--- src/rtl/hamming_tx_arbiter_pkg.sv ---
`default_nettype none
// ============================================================================
// Module      : hamming_tx_arbiter_pkg
// Description : Shared (15,11) Hamming constants and codeword bit-position map.
// Revision    : 1.0 - initial release
// ============================================================================
package hamming_tx_arbiter_pkg;

    localparam int DATA_W = 11;
    localparam int CODE_W = 15;

    // Codeword bit index (0-based) of each data bit; position p lives in bit p-1.
    localparam logic [3:0] c_data_bit [DATA_W] = '{
        4'd2, 4'd4, 4'd5, 4'd6, 4'd8, 4'd9, 4'd10, 4'd11, 4'd12, 4'd13, 4'd14
    };

    // Parity bits sit at positions 1,2,4,8; each covers positions with that bit set.
    localparam logic [3:0]        c_par_bit  [4] = '{4'd0, 4'd1, 4'd3, 4'd7};
    localparam logic [CODE_W-1:0] c_par_mask [4] = '{
        15'h5555, 15'h6666, 15'h7878, 15'h7F80
    };

endpackage : hamming_tx_arbiter_pkg
`default_nettype wire

--- src/rtl/hamming1511_encoder.sv ---
`default_nettype none
// ============================================================================
// Module      : hamming1511_encoder
// Description : Combinational (15,11) Hamming encoder, even parity.
// Revision    : 1.0 - initial release
// ============================================================================
module hamming1511_encoder
    import hamming_tx_arbiter_pkg::*;
(
    input  logic [DATA_W-1:0] i_data,
    output logic [CODE_W-1:0] o_code
);

    logic [CODE_W-1:0] w_placed;

    always_comb begin
        w_placed = '0;
        for (int i = 0; i < DATA_W; i++) begin
            w_placed[c_data_bit[i]] = i_data[i];
        end
        // Parity slots of w_placed are zero, so they do not disturb the XOR.
        o_code = w_placed;
        for (int p = 0; p < 4; p++) begin
            o_code[c_par_bit[p]] = ^(w_placed & c_par_mask[p]);
        end
    end

endmodule : hamming1511_encoder
`default_nettype wire

--- src/rtl/rr_pick.sv ---
`default_nettype none
// ============================================================================
// Module      : rr_pick
// Description : Round-robin winner search starting at i_ptr, wrapping to 0.
// Revision    : 1.0 - initial release
// ============================================================================
module rr_pick #(
    parameter int NREQ  = 4,
    parameter int PTR_W = $clog2(NREQ)
) (
    input  logic [NREQ-1:0]  i_req,
    input  logic [PTR_W-1:0] i_ptr,
    output logic             o_valid,
    output logic [PTR_W-1:0] o_idx
);

    logic [PTR_W:0] w_sum;

    // Walk distances from farthest to nearest so the nearest valid one wins.
    always_comb begin
        o_valid = 1'b0;
        o_idx   = '0;
        w_sum   = '0;
        for (int k = NREQ - 1; k >= 0; k--) begin
            w_sum = {1'b0, i_ptr} + (PTR_W + 1)'(k);
            if (w_sum >= (PTR_W + 1)'(NREQ)) begin
                w_sum = w_sum - (PTR_W + 1)'(NREQ);
            end
            if (i_req[w_sum[PTR_W-1:0]]) begin
                o_valid = 1'b1;
                o_idx   = w_sum[PTR_W-1:0];
            end
        end
    end

endmodule : rr_pick
`default_nettype wire

--- src/rtl/hamming_tx_arbiter.sv ---
`default_nettype none
// ============================================================================
// Module      : hamming_tx_arbiter
// Description : Round-robin arbiter feeding a shared Hamming(15,11) encoder
//               into a single-entry, full-throughput output register.
// Revision    : 1.0 - initial release
// ============================================================================
module hamming_tx_arbiter
    import hamming_tx_arbiter_pkg::*;
#(
    parameter int NREQ  = 4,
    parameter int SEQ_W = 8
) (
    input  logic                     clk,
    input  logic                     rst_n,
    input  logic                     en,
    input  logic [NREQ-1:0]          req_valid,
    input  logic [DATA_W*NREQ-1:0]   req_data,
    output logic [NREQ-1:0]          req_ready,
    output logic                     out_valid,
    output logic [CODE_W-1:0]        out_code,
    output logic [$clog2(NREQ)-1:0]  out_src,
    output logic [SEQ_W-1:0]         out_seq,
    input  logic                     out_ready
);

    localparam int SRC_W = $clog2(NREQ);

    logic              r_out_valid;
    logic [CODE_W-1:0] r_out_code;
    logic [SRC_W-1:0]  r_out_src;
    logic [SEQ_W-1:0]  r_out_seq;
    logic [SRC_W-1:0]  r_ptr;
    logic [SEQ_W-1:0]  r_seq;

    logic              w_can_load;
    logic              w_pick_valid;
    logic [SRC_W-1:0]  w_pick_idx;
    logic              w_grant;
    logic [SRC_W-1:0]  w_ptr_next;
    logic [DATA_W-1:0] w_req_words [NREQ];
    logic [CODE_W-1:0] w_code;

    for (genvar i = 0; i < NREQ; i++) begin : g_unpack
        assign w_req_words[i] = req_data[i*DATA_W +: DATA_W];
    end

    rr_pick #(
        .NREQ  (NREQ),
        .PTR_W (SRC_W)
    ) u_rr_pick (
        .i_req   (req_valid),
        .i_ptr   (r_ptr),
        .o_valid (w_pick_valid),
        .o_idx   (w_pick_idx)
    );

    hamming1511_encoder u_encoder (
        .i_data (w_req_words[w_pick_idx]),
        .o_code (w_code)
    );

    // rst_n gates the grant so req_ready is low throughout reset.
    assign w_can_load = !r_out_valid || out_ready;
    assign w_grant    = rst_n && en && w_can_load && w_pick_valid;
    assign w_ptr_next = (w_pick_idx == SRC_W'(NREQ - 1)) ? '0 : w_pick_idx + 1'b1;

    for (genvar i = 0; i < NREQ; i++) begin : g_ready
        assign req_ready[i] = w_grant && (w_pick_idx == SRC_W'(i));
    end

    always_ff @(posedge clk or negedge rst_n) begin
        if (!rst_n) begin
            r_out_valid <= 1'b0;
            r_out_code  <= '0;
            r_out_src   <= '0;
            r_out_seq   <= '0;
            r_ptr       <= '0;
            r_seq       <= '0;
        end else if (w_grant) begin
            r_out_valid <= 1'b1;
            r_out_code  <= w_code;
            r_out_src   <= w_pick_idx;
            r_out_seq   <= r_seq;
            r_seq       <= r_seq + 1'b1;
            r_ptr       <= w_ptr_next;
        end else if (r_out_valid && out_ready) begin
            r_out_valid <= 1'b0;
        end
    end

    assign out_valid = r_out_valid;
    assign out_code  = r_out_code;
    assign out_src   = r_out_src;
    assign out_seq   = r_out_seq;

endmodule : hamming_tx_arbiter
`default_nettype wire

--- config.mk ---
export PLATFORM = sky130hd
export DESIGN_NAME = hamming_tx_arbiter
export DESIGN_NICKNAME = d
export VERILOG_FILES = /design/src/rtl/hamming_tx_arbiter_pkg.sv /design/src/rtl/hamming1511_encoder.sv /design/src/rtl/rr_pick.sv /design/src/rtl/hamming_tx_arbiter.sv
export SDC_FILE = /design/constraint.sdc
export NUM_CORES = 1
export LEC_CHECK = 0
export CORE_MARGIN = 2
export CORE_UTILIZATION = 45
export CTS_BUF_LIST = sky130_fd_sc_hd__clkbuf_8
export DETAILED_ROUTE_END_ITERATION = 16
export GPL_TIMING_DRIVEN = 0
export PLACE_DENSITY = 0.87
export SLEW_MARGIN = 25
export SYNTH_ARGS = -nofsm -noshare
export SYNTH_HDL_FRONTEND = slang
export SYNTH_HIERARCHICAL = 1
export SYNTH_SLANG_ARGS = --single-unit
export TNS_END_PERCENT = 30
--- constraint.sdc ---
create_clock -name clk -period 3.9 [get_ports clk]
set_input_delay 0.78 -clock clk [delete_from_list [all_inputs] [get_ports clk]]
set_output_delay 0.78 -clock clk [all_outputs]
set_load 0.01 [all_outputs]
* Yosys cells after proc, flatten, opt, wreduce, memory -nomap -nowiden
Cells that the tools add are included.
W data, S select, Z words.
** Word-level totals
- Register bits :: 36
- Word-level logic and storage cells :: 70
** Operators by class
- $add $sub $neg :: 9
- Magnitude comparators :: 9
- Equal/unequal tests :: 3
- Multiplexer cells :: 26
- Bitwise operators :: 1
- Reduce and logical (&&, ||, !) cells :: 16
** Operator list (count)
- $reduce_xor A15 Y1 :: 4
- $bmux W11 S2 :: 1
- $mux W11 :: 2
- $mux W2 :: 9
- $ge A3 B3 Y1 const B :: 4
- $lt A2 B3 Y1 const B :: 4
- $mux W1 :: 10
- $add A8 B1 Y8 const B :: 1
- $bmux W1 S2 :: 4
- $logic_and A1 B1 Y1 :: 8
- $sub A2 B1 Y2 const B :: 4
- $add A2 B2 Y3 const B :: 2
- $eq A2 B2 Y1 const B :: 2
- $add A2 B1 Y3 const B :: 1
- $ge A2 B3 Y1 const B :: 1
- $not A2 Y3 :: 1
- $add A2 B1 Y2 const B :: 1
- $eq A2 B1 Y1 const B :: 1
- $logic_not A2 Y1 :: 1
- $reduce_bool A2 Y1 :: 1
- $logic_not A1 Y1 :: 1
- $logic_or A1 B1 Y1 :: 1

* Logic depth before layout (Yosys ltp)
- Word-level depth :: 14
- Depth in mapped cells :: 9
- Mapped depth without buffers :: 7

* Hierarchy
The synthesis kept the hierarchy.
** Modules (own cells, without submodules)
- hamming_tx_arbiter :: times used 1, cells an instance 116, area each 1948.1 um2, sequential area each 900.9 um2
- hamming1511_encoder :: times used 1, cells an instance 24, area each 292.8 um2, sequential area each 0.0 um2
- rr_pick :: times used 1, cells an instance 13, area each 77.6 um2, sequential area each 0.0 um2

* Worst setup path before layout
OpenSTA, ideal clock, no wires.
- Path kind :: input -> register
- Start point :: in req_valid[3]
- End point :: reg r_out_code[3] (netlist: out_code[3])
- Library setup time :: 0.125 ns
- Data arrival time :: 2.912 ns
- Slack :: 0.862 ns
- Cell stages on the path :: 8
- Cell sequence :: mux2i_1 -> a211oi_2 -> buf_6 -> buf_6 -> mux4_2 -> xnor2_1 -> xnor3_1 -> mux2_4
** Between the ends
- Word-level cells in the longest chain between the ends :: 11
- Elaborated cells on any way between the ends :: 22
** Ends and longest elaborated chain
- from (decl) :: line hamming_tx_arbiter.sv:17 : input logic [NREQ-1:0] req_valid,
- $bmux W1 S2 :: line rr_pick.sv:29 : if (i_req[w_sum[PTR_W-1:0]]) begin
- $mux W1 (not written as such) :: line rr_pick.sv:29
- $mux W2 (3 in a row) :: line rr_pick.sv:29
- $mux W2 (*) :: line rr_pick.sv:29
- net w_pick_idx[0] :: line hamming_tx_arbiter.sv:38 : logic [SRC_W-1:0] w_pick_idx;
- $not A2 Y3 (not written as such) (*) :: line hamming_tx_arbiter.sv:59 : .i_data (w_req_words[w_pick_idx]),
- $bmux W11 S2 (*) :: line hamming_tx_arbiter.sv:59
- $mux W11 (not written as such) (*) (2 in a row) :: line hamming_tx_arbiter.sv:59
- $reduce_xor A15 Y1 (*) :: line hamming1511_encoder.sv:24 : o_code[c_par_bit[p]] = ^(w_placed & c_par_mask[p]);
- net w_code[3] :: line hamming_tx_arbiter.sv:42 : logic [CODE_W-1:0] w_code;
- to (signal assigned) :: line hamming_tx_arbiter.sv:82 : r_out_code <= w_code;
- to (decl) :: line hamming_tx_arbiter.sv:30 : logic [CODE_W-1:0] r_out_code;
The timed path passes the listed nets; every way through them passes the cells marked *. The select of a mux whose other input is x is not followed.
A chain may end at the register's enable or synchronous reset.

* Final worst setup path
- Start point :: in req_valid[3]
- End point :: out req_ready[0]
** Between the ends
- Word-level cells in the longest chain between the ends :: 8
- Elaborated cells on any way between the ends :: 19
** Ends and longest elaborated chain
- $bmux W1 S2 :: line rr_pick.sv:29
- $mux W1 (not written as such) :: line rr_pick.sv:29
- $mux W2 (3 in a row) :: line rr_pick.sv:29
- $mux W2 (*) :: line rr_pick.sv:29
- net w_pick_idx[0] :: line hamming_tx_arbiter.sv:38
- $logic_not A2 Y1 (*) :: line hamming_tx_arbiter.sv:69 : assign req_ready[i] = w_grant && (w_pick_idx == SRC_W'(i));
- $logic_and A1 B1 Y1 (*) :: line hamming_tx_arbiter.sv:69
- to (decl) :: line hamming_tx_arbiter.sv:19 : output logic [NREQ-1:0] req_ready,
Marks and branches as above.

==> out/qor.yml <==
synthCells: 153
drc: 0
fillCellCount: 363
tightest_slew_ns: 0.3327
io_pins: 82
synth_area_leaders: "dfrtp_1, mux2_4, mux4_2"
hp-class: "in2async"
power_density_mw_per_mm2: 727.0
ant_nets: 0
synth_area_mm2: 0.002318
cts_htree_levels: 2
grt_overflow: 0
vdd_drop_max_v: 0.0003937
leakage_nw: 1.483
slew_headroom_pct: 77.78
synth_top_cell_by_area: "dfrtp_1"
synth_edf_count: 0
layout.nets: 302
post_dp_cell_area_mm2: 0.003232
path_delay_family: "buffers and inverters"
clockBufferDepth: 2
cts-root-buf: "clkbuf_8"
clock.fmax_mhz: 264.4
cts_tree: "done"
multi_input_area_mm2: 0.001236
postSynthAreaPerCell_um2: 15.15
wire_per_inst_um: 16.30
utilization_pct: 67.15
via_count: 1561
hold_viol: 0
syn_to_final_growth_pct: 46.03
reg2reg_setup_slack_ns: 0.90
async_reset_ff_share_pct: 100.0
cp-start-kind: "input pin"
crit_chain: "clkdlybuf4s50_1 > mux2i_1 > a211oi_2 > buf_6 > buf_6 > inv_1 > ha_1 > and2_1 > clkdlybuf4s50_1"
rsz0062_at_grt: "false"
yosys_register_bits: 36
outcome: "finished, final reports clean"
crit_type: "in2out"
cp.required_ns: 3.12
die_h_um: 75.78
postLayoutCellArea_mm2: 0.003386
die_area_mm2: 0.005743
cts.clk_slew.worst_paths_ns: 0.07
slew_viol_final: 0
yosysMostFrequentCell: "dfrtp_1"
dieWidth_um: 75.78
arrival_ns: 3.00
grt_max_degree: 26
core-area_mm2: 0.005042
maxCapViolCount: 0
initial_core_util_pct: 45.98
first_pass_iters: 6
synth_cell_type_count: 32
cpMaxStageDelayCell: "clkdlybuf4s50_1"
grt_pass1_vias: 1710
drive_gt1_share_pct: 31.30
cts_sinks: 36
synth_top_area_share_pct: 38.86
fin_worst_skew_ns: 0.01028
rows: 26
yosys_warnings: 6
endpoint_kind: "output port"
crit_fanout: 10
via_per_inst: 4.940
insertion_delay_ns: 0.29
synth_commonest_cells: "dfrtp_1, mux2_4, buf_4, mux4_2"
synthesis.nets: 210
hpwl_mm: 4.173
crit_buf_inv: 5
critPathMaxStageDelay_ns: 0.52
cts_made_buffers: 5
gp_congestion: 0.7788
synth-main-ff-cell: "dfrtp_1"
diodes: 0
grt_use_total_pct: 20.17
drt-initial-drc-count: 71
timing.final.crit_share_pct: 96.96
ys_seq_area_share_pct: 38.86
period_needed_ns: 3.782
antenna_found_initial: 0
regArea_um2: 900.9
finalSetupViolations: 0
routed_wl_mm: 5.152
grt_pass1_wl_mm: 8.355
port_buffers: 81
[metal layers]
metal	routed length [um]	global-route usage, %
met1	2204	24.81
met2	2686	34.77
met3	152	4.630
met4	109	7.018
met5	0	0
[flip-flops by register name, summed over array words and instances (netlist names)]
signal     count
out_valid      1
out_code      15
out_src        2
r_ptr          2
out_seq        8
r_seq          8
[placed cells by master, fill, tap and decap left out, types with 2 or more instances in the layout]
master	n
nor3b_1	2
nor4_2	3
inv_1	2
xor2_1	7
and2_1	4
mux2_2	2
nor2_1	3
clkdlybuf4s50_1	80
nand2b_1	3
buf_4	14
mux4_2	11
ha_1	5
dfrtp_1	36
mux2_4	25
buf_12	3
xnor3_1	7
xnor2_1	6
clkbuf_8	7
buf_6	3
nor3_1	2
nand3_1	3
nand2_1	3
[what timing repair did]
action / 4_1_cts / 5_1_grt
resized for setup: 1 / 1
buffers inserted: 0 / 3
endpoints found under the setup margin: 2 / 2
hold buffers: 0 / 0
pin swaps: 0 / 2
[where the power goes]
group | internal (W) | switching, W
combinational | 0.000946 | 0.000486
clock | 0.000225 | 0.000130
sequential | 0.000542 | 0.000132
total | 0.00171 | 0.000748
[through the flow]
step	instances	setup WS (ns)	setup TNS (ns)	total power (W)	hold WS [ns]
after floorplan	153	0.8624	0	0.001593	0.4419
after global placement	304	-0.9127	-3.593	0.002030	0.4583
after detailed placement	305	-0.1337	-0.2378	0.002098	0.4763
after CTS	313	0.04052	0	0.002461	0.3703
after global routing	316	0.01841	0	0.002597	0.3733
final	316	0.1185	0	0.002461	0.3617
[logic make-up (layout without fill, tap and decap cells)]
kind of cell	after synthesis	after routing	synth area share, %
buffers and inverters	20	113	7.933
DFF	36	36	38.86
muxes	39	39	28.28
AOI/OAI and AO/OA	5	5	1.673
and+or+nand+nor	28	28	8.850
xor gates and xnor gates	20	20	11.71
adders and majority gates	5	5	2.698
[final timing paths]
| check | start | to | cells past startpoint |
|---|---|---|---|
| worst max-delay path | req_valid[3] | req_ready[0] | 9 |
| worst min-delay path | rst_n | out_code[5] | 1 |
| worst max register to register | r_ptr[1] | out_code[3] | 8 |
| worst min register to register | r_seq[7] | r_seq[7] | 1 |
| max in group asynchronous | rst_n | out_code[6] | 2 |
| min in group clk | r_seq[7] | r_seq[7] | 1 |
[final cells by class]
class	instances	area share [%]
multi-input cells	97	36.51
flip-flops and latches	36	26.61
repair buffers	85	25.06
plain buffers	18	5.285
clock buffers	7	2.846
well taps	70	2.587
clock inverters	1	0.8869
inverters	2	0.2217
Note: power is estimated with default switching activity, not from simulation.
